**config.mk**
```make
export PLATFORM = sky130hd
export DESIGN_NAME = rand_frame_ctrl
export DESIGN_NICKNAME = d
export VERILOG_FILES = /design/src/rtl/rand_pkg.sv /design/src/rtl/rand_frame_cnt.sv /design/src/rtl/rand_frame_ctrl.sv
export SDC_FILE = /design/constraint.sdc
export NUM_CORES = 1
export LEC_CHECK = 0
export CORE_UTILIZATION = 48
export CTS_BUF_LIST = sky130_fd_sc_hd__clkbuf_4
export DETAILED_ROUTE_END_ITERATION = 8
export PLACE_DENSITY = 0.84
export SYNTH_ARGS = -nofsm -noshare
export SYNTH_HDL_FRONTEND = slang
export SYNTH_HIERARCHICAL = 1
export SYNTH_SLANG_ARGS = --single-unit
```
**constraint.sdc**
```tcl
create_clock -name clk -period 2.6 [get_ports clk]
set_input_delay 0.39 -clock clk [delete_from_list [all_inputs] [get_ports clk]]
set_output_delay 0.39 -clock clk [all_outputs]
set_load 0.03 [all_outputs]
```
**src/rtl/rand_pkg.sv**
```systemverilog
// Shared constants and state encoding for the transport-stream randomizer framing controller.
package rand_pkg;

  localparam int FRAME_BITS    = 1504;
  localparam int SYNC_BITS     = 8;
  localparam int RELOAD_FRAMES = 8;

  // Bit 1 is the leftmost bit of the literal.
  localparam logic [1:15] DEFAULT_SEED = 15'b100101010000000;

  typedef enum logic [1:0] {
    ST_IDLE    = 2'd0,
    ST_SYNC    = 2'd1,
    ST_PAYLOAD = 2'd2
  } frame_state_t;

endpackage

```
**src/rtl/rand_frame_cnt.sv**
```systemverilog
// Bit-within-packet and packet-within-seed-group counters, with wrap and forced resync.
module rand_frame_cnt
  import rand_pkg::*;
#(
  parameter  int FRAME_BITS_P    = FRAME_BITS,
  parameter  int SYNC_BITS_P     = SYNC_BITS,
  parameter  int RELOAD_FRAMES_P = RELOAD_FRAMES,
  localparam int BW              = $clog2(FRAME_BITS_P),
  localparam int FW              = (RELOAD_FRAMES_P > 1) ? $clog2(RELOAD_FRAMES_P) : 1
) (
  input  logic          clk,
  input  logic          rst,
  input  logic          i_adv,
  input  logic          i_restart,
  output logic [BW-1:0] o_bit_cnt,
  output logic [BW-1:0] o_bit_idx,
  output logic [FW-1:0] o_frm_idx,
  output logic          o_next_in_sync
);

  logic [BW-1:0] r_bit_cnt;
  logic [FW-1:0] r_frm_cnt;
  logic [BW-1:0] w_bit_nxt;
  logic [FW-1:0] w_frm_nxt;

  // A restart makes the current bit behave as bit 0 of packet 0.
  assign o_bit_cnt = r_bit_cnt;
  assign o_bit_idx = i_restart ? '0 : r_bit_cnt;
  assign o_frm_idx = i_restart ? '0 : r_frm_cnt;

  always_comb begin
    w_bit_nxt = o_bit_idx + BW'(1);
    w_frm_nxt = o_frm_idx;
    if (o_bit_idx == BW'(FRAME_BITS_P - 1)) begin
      w_bit_nxt = '0;
      w_frm_nxt = (o_frm_idx == FW'(RELOAD_FRAMES_P - 1)) ? '0 : o_frm_idx + FW'(1);
    end
  end

  assign o_next_in_sync = (w_bit_nxt < BW'(SYNC_BITS_P));

  // NOTE: state registers use non-blocking assignments so every flop samples pre-edge values.
  always_ff @(posedge clk or posedge rst) begin
    if (rst) begin
      r_bit_cnt <= '0;
      r_frm_cnt <= '0;
    end else if (i_adv) begin
      r_bit_cnt <= w_bit_nxt;
      r_frm_cnt <= w_frm_nxt;
    end
  end

endmodule

```
**src/rtl/rand_frame_ctrl.sv**
```systemverilog
// Sequences an external 1+X14+X15 randomizer over a framed bitstream and
// registers the scrambled/inverted/raw result into a one-deep valid/ready stage.
module rand_frame_ctrl
  import rand_pkg::*;
#(
  parameter  int          FRAME_BITS_P    = FRAME_BITS,
  parameter  int          SYNC_BITS_P     = SYNC_BITS,
  parameter  int          RELOAD_FRAMES_P = RELOAD_FRAMES,
  parameter  logic [1:15] SEED            = DEFAULT_SEED,
  localparam int          BW              = $clog2(FRAME_BITS_P),
  localparam int          FW              = (RELOAD_FRAMES_P > 1) ? $clog2(RELOAD_FRAMES_P) : 1
) (
  input  logic        clk,
  input  logic        rst,
  input  logic        s_valid,
  output logic        s_ready,
  input  logic        s_data,
  input  logic        s_sof,
  output logic        m_valid,
  input  logic        m_ready,
  output logic        m_data,
  output logic        m_sof,
  input  logic        cfg_bypass,
  output logic        rnd_ld,
  output logic        rnd_en,
  output logic [1:15] rnd_seed,
  output logic        rnd_din,
  input  logic        rnd_dout,
  output logic        frame_err
);

  frame_state_t  r_state;
  frame_state_t  w_state_nxt;
  logic          r_m_valid;
  logic          r_m_data;
  logic          r_m_sof;
  logic          r_frame_err;
  logic          r_bypass;

  logic          w_xfer;
  logic          w_sof_hit;
  logic          w_restart;
  logic          w_err;
  logic          w_adv;
  logic          w_in_sync;
  logic          w_bit0;
  logic          w_frame0;
  logic          w_out_bit;
  logic [BW-1:0] w_bit_cnt;
  logic [BW-1:0] w_bit_idx;
  logic [FW-1:0] w_frm_idx;
  logic          w_next_in_sync;

  assign s_ready   = (r_state == ST_IDLE) || !r_m_valid || m_ready;
  assign w_xfer    = s_valid && s_ready;
  assign w_sof_hit = w_xfer && s_sof;

  // An s_sof away from bit 0 while framed is an error and forces a fresh seed group.
  assign w_err     = w_sof_hit && (r_state != ST_IDLE) && (w_bit_cnt != '0);
  assign w_restart = w_err || (w_sof_hit && (r_state == ST_IDLE));
  assign w_adv     = w_xfer && ((r_state != ST_IDLE) || w_restart);

  assign w_in_sync = (r_state == ST_SYNC) || w_restart;
  assign w_bit0    = (w_bit_idx == '0);
  assign w_frame0  = (w_frm_idx == '0);

  rand_frame_cnt #(
    .FRAME_BITS_P    (FRAME_BITS_P),
    .SYNC_BITS_P     (SYNC_BITS_P),
    .RELOAD_FRAMES_P (RELOAD_FRAMES_P)
  ) u_cnt (
    .clk            (clk),
    .rst            (rst),
    .i_adv          (w_adv),
    .i_restart      (w_restart),
    .o_bit_cnt      (w_bit_cnt),
    .o_bit_idx      (w_bit_idx),
    .o_frm_idx      (w_frm_idx),
    .o_next_in_sync (w_next_in_sync)
  );

  always_comb begin
    // NOTE: every output of this block gets a default first so no latch is inferred.
    w_state_nxt = r_state;
    rnd_en      = 1'b0;
    rnd_ld      = 1'b0;
    w_out_bit   = 1'b0;
    if (w_adv) begin
      w_state_nxt = w_next_in_sync ? ST_SYNC : ST_PAYLOAD;
      if (w_in_sync) begin
        // Group-leading sync is inverted and holds the LFSR after the seed load.
        w_out_bit = w_frame0 ? ~s_data : s_data;
        rnd_en    = !w_frame0 || w_bit0;
        rnd_ld    = w_frame0 && w_bit0;
      end else begin
        w_out_bit = r_bypass ? s_data : rnd_dout;
        rnd_en    = 1'b1;
      end
    end
  end

  always_ff @(posedge clk or posedge rst) begin
    if (rst) begin
      r_state     <= ST_IDLE;
      r_m_valid   <= 1'b0;
      r_m_data    <= 1'b0;
      r_m_sof     <= 1'b0;
      r_frame_err <= 1'b0;
      r_bypass    <= 1'b0;
    end else begin
      r_state     <= w_state_nxt;
      r_frame_err <= w_err;
      if (w_adv && w_bit0) r_bypass <= cfg_bypass;
      if (w_adv) begin
        r_m_valid <= 1'b1;
        r_m_data  <= w_out_bit;
        r_m_sof   <= w_bit0;
      end else if (m_ready) begin
        r_m_valid <= 1'b0;
      end
    end
  end

  assign m_valid   = r_m_valid;
  assign m_data    = r_m_data;
  assign m_sof     = r_m_sof;
  assign frame_err = r_frame_err;
  assign rnd_seed  = SEED;
  assign rnd_din   = s_data;

endmodule
```
# Word-level counts from Yosys, hierarchy flattened
# Cells that the tools add are included.
totals:
  mem_count: 0
  register_bits: 21
  inputBits: 8
  latch_bits: 0
  rom_bits: 0
  output_inout_bits: 23
  ramBits: 0
op_classes:
  order_cmp: 1
  n_eq_ne: 3
  mux: 15
  bitwise: 1
  div: 0
  addsub: 2
  shifts: 0
  reduce_logical: 22
  mul: 0
ops:
  columns: ["operator", "count"]
  rows:
  - ["$mux W11", 2]
  - ["$add A11 B1 Y11 const B", 1]
  - ["$eq A11 B11 Y1 const B", 1]
  - ["$logic_not A11 Y1", 1]
  - ["$lt A11 B4 Y1 const B", 1]
  - ["$reduce_bool A11 Y1", 1]
  - ["$mux W1", 9]
  - ["$mux W3", 3]
  - ["$logic_and A1 B1 Y1", 8]
  - ["$logic_or A1 B1 Y1", 6]
  - ["$reduce_bool A2 Y1", 2]
  - ["$add A3 B1 Y3 const B", 1]
  - ["$eq A3 B3 Y1 const B", 1]
  - ["$logic_not A3 Y1", 1]
  - ["$eq A2 B1 Y1 const B", 1]
  - ["$logic_not A1 Y1", 2]
  - ["$logic_not A2 Y1", 1]
  - ["$mux W2", 1]
  - ["$not A1 Y1", 1]

# Longest topological paths before layout
depth:
  ltp_word: 14
  ltp_mapped: 14
  mapped_depth_nobuf: 12

# Cells and area by module
# Netlist, hierarchy kept.
modules_own_cells:
  columns: ["module", "seq_area_each_um2", "n_inst", "cells_per_inst", "area_per_inst_um2"]
  rows:
  - ["rand_frame_cnt", 350.3, 1, 117, 979.7]
  - ["rand_frame_ctrl", 175.2, 1, 62, 551.8]

# Worst setup path after synthesis
# Ideal clock, no wire load.
synth_timing:
  path_type: "reg-to-reg"
  start: "register r_m_valid, in the netlist m_valid"
  end: "register r_state[1]"
  path_buffers: 3
  slack_ps: -333
  setup_ps: 119
  t_arrival_ps: 2814
  required_ps: 2481
  stages_incl_launch_ff: 15
  path_cell_list: "dfrtp_1 nand2b_1 o211ai_1 a21oi_1 buf_2 buf_1 nor2_1 ha_1 nand4b_1 and4bb_1 buf_4 o221ai_2 nor4_1 nand2_1 o21a_1"
synth_between:
  elab_chain_len: 13
  elab_cells_between_ends: 17
synth_lines:
  columns: ["item", "line_no", "rtl"]
  rows:
  - ["from (decl)", "rand_frame_ctrl.sv:34", "logic r_m_valid;"]
  - ["from (signal assigned)", "rand_frame_ctrl.sv:105", "r_m_valid <= 1'b0;"]
  - ["from (signal assigned)", "rand_frame_ctrl.sv:115", "r_m_valid <= 1'b1;"]
  - ["from (signal assigned)", "rand_frame_ctrl.sv:119", "r_m_valid <= 1'b0;"]
  - ["$logic_not A1 Y1 (*)", "rand_frame_ctrl.sv:54", "assign s_ready = (r_state == ST_IDLE) || !r_m_valid || m_ready;"]
  - ["$logic_or A1 B1 Y1 (*) (2 in series)", "rand_frame_ctrl.sv:54", null]
  - ["$logic_and A1 B1 Y1 (*)", "rand_frame_ctrl.sv:55", "assign w_xfer = s_valid && s_ready;"]
  - ["$logic_and A1 B1 Y1 (*)", "rand_frame_ctrl.sv:56", "assign w_sof_hit = w_xfer && s_sof;"]
  - ["$logic_and A1 B1 Y1 (2 in series)", "rand_frame_ctrl.sv:59", "assign w_err = w_sof_hit && (r_state != ST_IDLE) && (w_bit_cnt != '0);"]
  - ["$logic_or A1 B1 Y1 (*)", "rand_frame_ctrl.sv:60", "assign w_restart = w_err || (w_sof_hit && (r_state == ST_IDLE));"]
  - ["net w_restart", "rand_frame_ctrl.sv:42", "logic w_restart;"]
  - ["$mux W11 (*)", "rand_frame_cnt.sv:28", "assign o_bit_idx = i_restart ? '0 : r_bit_cnt;"]
  - ["net w_bit_idx[1]", "rand_frame_ctrl.sv:50", "logic [BW-1:0] w_bit_idx;"]
  - ["$add A11 B1 Y11 or $eq A11 B11 Y1 (tied branches)", "rand_frame_cnt.sv:32, rand_frame_cnt.sv:34", null]
  - ["$mux W11 (*)", "rand_frame_cnt.sv:34", "if (o_bit_idx == BW'(FRAME_BITS_P - 1)) begin"]
  - ["$lt A11 B4 Y1 (*)", "rand_frame_cnt.sv:40", "assign o_next_in_sync = (w_bit_nxt < BW'(SYNC_BITS_P));"]
  - ["net w_next_in_sync", "rand_frame_ctrl.sv:52", "logic w_next_in_sync;"]
  - ["$mux W2 (*)", "rand_frame_ctrl.sv:89", "w_state_nxt = w_next_in_sync ? ST_SYNC : ST_PAYLOAD;"]
  - ["to (signal assigned)", "rand_frame_ctrl.sv:111", "r_state <= w_state_nxt;"]
  - ["to (decl)", "rand_frame_ctrl.sv:32", "frame_state_t r_state;"]
# Mark *: on every way through the listed nets, which the timed path passes. The rest lies on a longest branch.
# A chain may end at the register's enable or synchronous reset.

# Worst setup path after layout
layout_timing:
  start: "register u_cnt.r_bit_cnt[1], in the netlist u_cnt/o_bit_cnt[1]"
  end: "register r_state[1]"
layout_between:
  elab_chain_len: 8
  elab_cells_between_ends: 11
layout_lines:
  columns: ["item", "line_no", "rtl"]
  rows:
  - ["from (decl)", "rand_frame_cnt.sv:21", "logic [BW-1:0] r_bit_cnt;"]
  - ["from (signal assigned)", "rand_frame_cnt.sv:48", "r_bit_cnt <= w_bit_nxt;"]
  - ["$reduce_bool A11 Y1 (*)", "rand_frame_ctrl.sv:59", null]
  - ["$logic_and A1 B1 Y1 (*)", "rand_frame_ctrl.sv:59", null]
  - ["$logic_or A1 B1 Y1 (*)", "rand_frame_ctrl.sv:60", null]
  - ["net w_restart", "rand_frame_ctrl.sv:42", null]
  - ["$mux W11 (*)", "rand_frame_cnt.sv:28", null]
  - ["net w_bit_idx[0]", "rand_frame_ctrl.sv:50", null]
  - ["$add A11 B1 Y11 or $eq A11 B11 Y1 (tied branches)", "rand_frame_cnt.sv:32, rand_frame_cnt.sv:34", null]
  - ["$mux W11 (*)", "rand_frame_cnt.sv:34", null]
  - ["$lt A11 B4 Y1 (*)", "rand_frame_cnt.sv:40", null]
  - ["net w_next_in_sync", "rand_frame_ctrl.sv:52", null]
  - ["$mux W2 (*)", "rand_frame_ctrl.sv:89", null]
# Marked as above.

==> results.sh <==
export IMPL_status="finished with violations"
export IMPL_violations="negative setup slack"
export IMPL_drt_iter0_drc=62
export IMPL_synth_area_leader_cell="dfrtp_1"
export IMPL_ys_ff_latch=21
export IMPL_avgViaCountPerCell=5.56
export IMPL_ant_nets=0
export IMPL_synth_async_sr_flop_share=1.00
export IMPL_fin_crit_ps=2860
export IMPL_final_util=0.752
export IMPL_synth_edf_count=0
export IMPL_placed_cell_area_sq_mm=0.00196
export IMPL_whs_ps=335
export IMPL_grt_overflow=0
export IMPL_grt_first_pass_wirelength_mm=6.93
export IMPL_yosys_area_share_simple=0.249
export IMPL_synth_warnings=6
export IMPL_end_kind="flip-flop"
export IMPL_dp_cells=267
export IMPL_pwr_density_cell_mw_per_mm2=712
export IMPL_vias=1602
export IMPL_p_leak_uw=0.00107
export IMPL_die_h_um=58.5
export IMPL_yosysTopAreaCellShare=0.343
export IMPL_clkTransAtPathRegs_ps=130
export IMPL_cts_root_buffer="clkbuf_4"
export IMPL_synth_top_family_by_area="simple AND/OR/NAND/NOR gates"
export IMPL_criticalPathCategory="flip-flop to flip-flop"
export IMPL_numCtsBuffers=3
export IMPL_hpwl_mm=2.73
export IMPL_post_route_period_util=1.10
export IMPL_worstMarginPinSlew_ps=578
export IMPL_critPathMaxStageDelay_ps=430
export IMPL_fin_cells=288
export IMPL_cts_tree="yes"
export IMPL_antenna_found_initial=0
export IMPL_grt_pass1_vias=1488
export IMPL_start_kind="flip-flop"
export IMPL_fin_ws_ps=-259
export IMPL_drc=0
export IMPL_grt_total_usage=0.273
export IMPL_stdcell_area_sq_mm=0.00228
export IMPL_ios=31
export IMPL_totalWireLength_mm=4.66
export IMPL_timing_rr_end="r_state[1]"
export IMPL_relSlewSlack=0.614
export IMPL_syn_to_final_growth_pct=48.6
export IMPL_drtPass1Iterations=4
export IMPL_drv_slew=0
export IMPL_ctsHoldBuffers=0
export IMPL_nets=255
export IMPL_cp_arrival_ps=3070
export IMPL_synth_cells=179
export IMPL_max_vdd_ir_drop_uv=643
export IMPL_yosys_top_cells_area="dfrtp_1 34%, buf_4 8.3%, nor2b_1 3.7%"
export IMPL_hold_viol=0
export IMPL_final_setup_tns_ps=-1400
export IMPL_die_w_um=58.5
export IMPL_reg2reg_depth=13
export IMPL_die_area_sq_mm=0.00342
export IMPL_cap_violations=0
export IMPL_cts_sinks=21
export IMPL_post_drt_wl_per_cell_um=16.2
export IMPL_rrSetupSlack_ps=-260
export IMPL_port_buffers=15
export IMPL_clk_path_buf_depth=2
export IMPL_setup_viol=12
export IMPL_r2r_start="u_cnt/o_bit_cnt[1]"
export IMPL_cp_cell_sequence="nor4_4, and3_4, a21oi_4, buf_4, nor2b_4, ha_4, nand4_1, nor4_4, xnor2_2, nor2_4, nor4_2, nand2_1, o21a_1"
export IMPL_synthAdderAreaFrac=0.0163
export IMPL_synth_area_mux_share=0.0515
export IMPL_synth_most_common_cell="dfrtp_1"
export IMPL_fmax_mhz=350
export IMPL_grt_max_degree=15
export IMPL_synth_common_cells="21 x dfrtp_1, 17 x buf_4, 12 x nand2_1, 12 x nor2_1, 11 x inv_1"
export IMPL_finalClockSkew_ps=11.2
export IMPL_ys_seq_area_frac=0.343
export IMPL_drive_above_1_share=0.418
export IMPL_synth_distinct_cells=45
export IMPL_cp_slowest_cell="dfrtp_1"
export IMPL_rows=20
export IMPL_required_ps=2820
export IMPL_grt_setup_unrepaired="true"
export IMPL_gp_routability_congestion=0.933
export IMPL_synth_xor_area_share=0.0400
export IMPL_min_path_type="primary input to asynchronous set/reset pin"
export IMPL_start_util=0.506
export IMPL_worst_path_max_fanout=4
export IMPL_crit_top_cell="nor4_4"
export IMPL_synth_compound_area_frac=0.165
export IMPL_synth_area_sq_mm=0.00153
export IMPL_antenna_cells=0
export IMPL_synth_ff_type="dfrtp_1"
export IMPL_clock_latency_ps=320
export IMPL_core_region_area_sq_mm=0.00303
export IMPL_htreeDepth=1
export IMPL_syn_avg_cell_area_sq_um=8.56
## layer usage
metal	vias up	part of all wire	GRT usage
met5	-	0	0
li1	723	-	-
met3	17	0.064	0.0418
met1	775	0.39	0.329
met4	0	0.046	0.194
met2	87	0.50	0.447
## registers in the layout, indices dropped and copies added, names as in the netlist
| register | cells |
|---|---|
| u_cnt/o_bit_cnt | 11 |
| u_cnt/r_frm_cnt | 3 |
| r_state | 2 |
| frame_err | 1 |
| m_data | 1 |
| m_sof | 1 |
| m_valid | 1 |
| r_bypass | 1 |
## worst max-delay path: cells and delay by family (launching register included)
family                   cells  cell delay, ps
AND/OR/NAND/NOR              8            1640
flip-flops                   1             430
AO/OA/AOI/OAI                2             180
XOR/XNOR                     1             180
buffers and inverters        1             160
adder cells (fa/ha/maj)      1             160
## kinds of logic (layout without fill, tap and decap cells)
kind of cell | Yosys count | in the layout
fa+ha+maj | 2 | 2
simple gates | 69 | 69
compound gates | 36 | 36
other cells | 2 | 15
flops | 21 | 21
buf+inv | 35 | 87
mux | 7 | 7
xor+xnor | 7 | 7
## what timing repair did
action,4_1_cts,5_1_grt
endpoints found under the setup margin,8,13
setup buffers,13,5
pin swaps,17,17
gates resized for setup,19,17
## layout make-up
type	instances	area [sq um]
Sequential cell	21	527
Timing Repair Buffer	71	577
Fill cell	215	752
Clock buffer	4	30.0
Tap cell	44	55.1
Multi-Input combinational cell	136	1040
Inverter	12	45.0
## power by group
| group | internal [uW] | switching, uW |
|---|---|---|
| Sequential | 409 | 73.8 |
| Clock | 70.5 | 106 |
| Combinational | 448 | 513 |
## worst max path at each step
stage / startpoint / to
finish: u_cnt/o_bit_cnt[1] / r_state[1]
global route: r_state[0] / rnd_ld
CTS: r_state[0] / rnd_ld
detailed placement: m_ready / r_state[1]
global placement: m_ready / r_state[1]
floorplan: u_cnt/o_bit_cnt[7] / r_state[1]
## placed cells by master, fill, tap and decap left out, types with 5 or more instances in the layout
cell type,netlist,final
nor2b_1,9,8
clkdlybuf4s50_1,0,10
buf_4,17,54
conb_1,2,15
nand2_1,12,11
nor2_1,12,8
nand3_1,5,5
inv_1,11,10
dfrtp_1,21,20
## per-stage QoR
step | setup WS [ps] | power (uW)
floorplan | -50.1 | 973
detailed placement | -426 | 1240
CTS | -198 | 1520
finish | -259 | 1620
global route | -412 | 1700
global placement | -367 | 1220
Power figures use the tool's default switching activity.
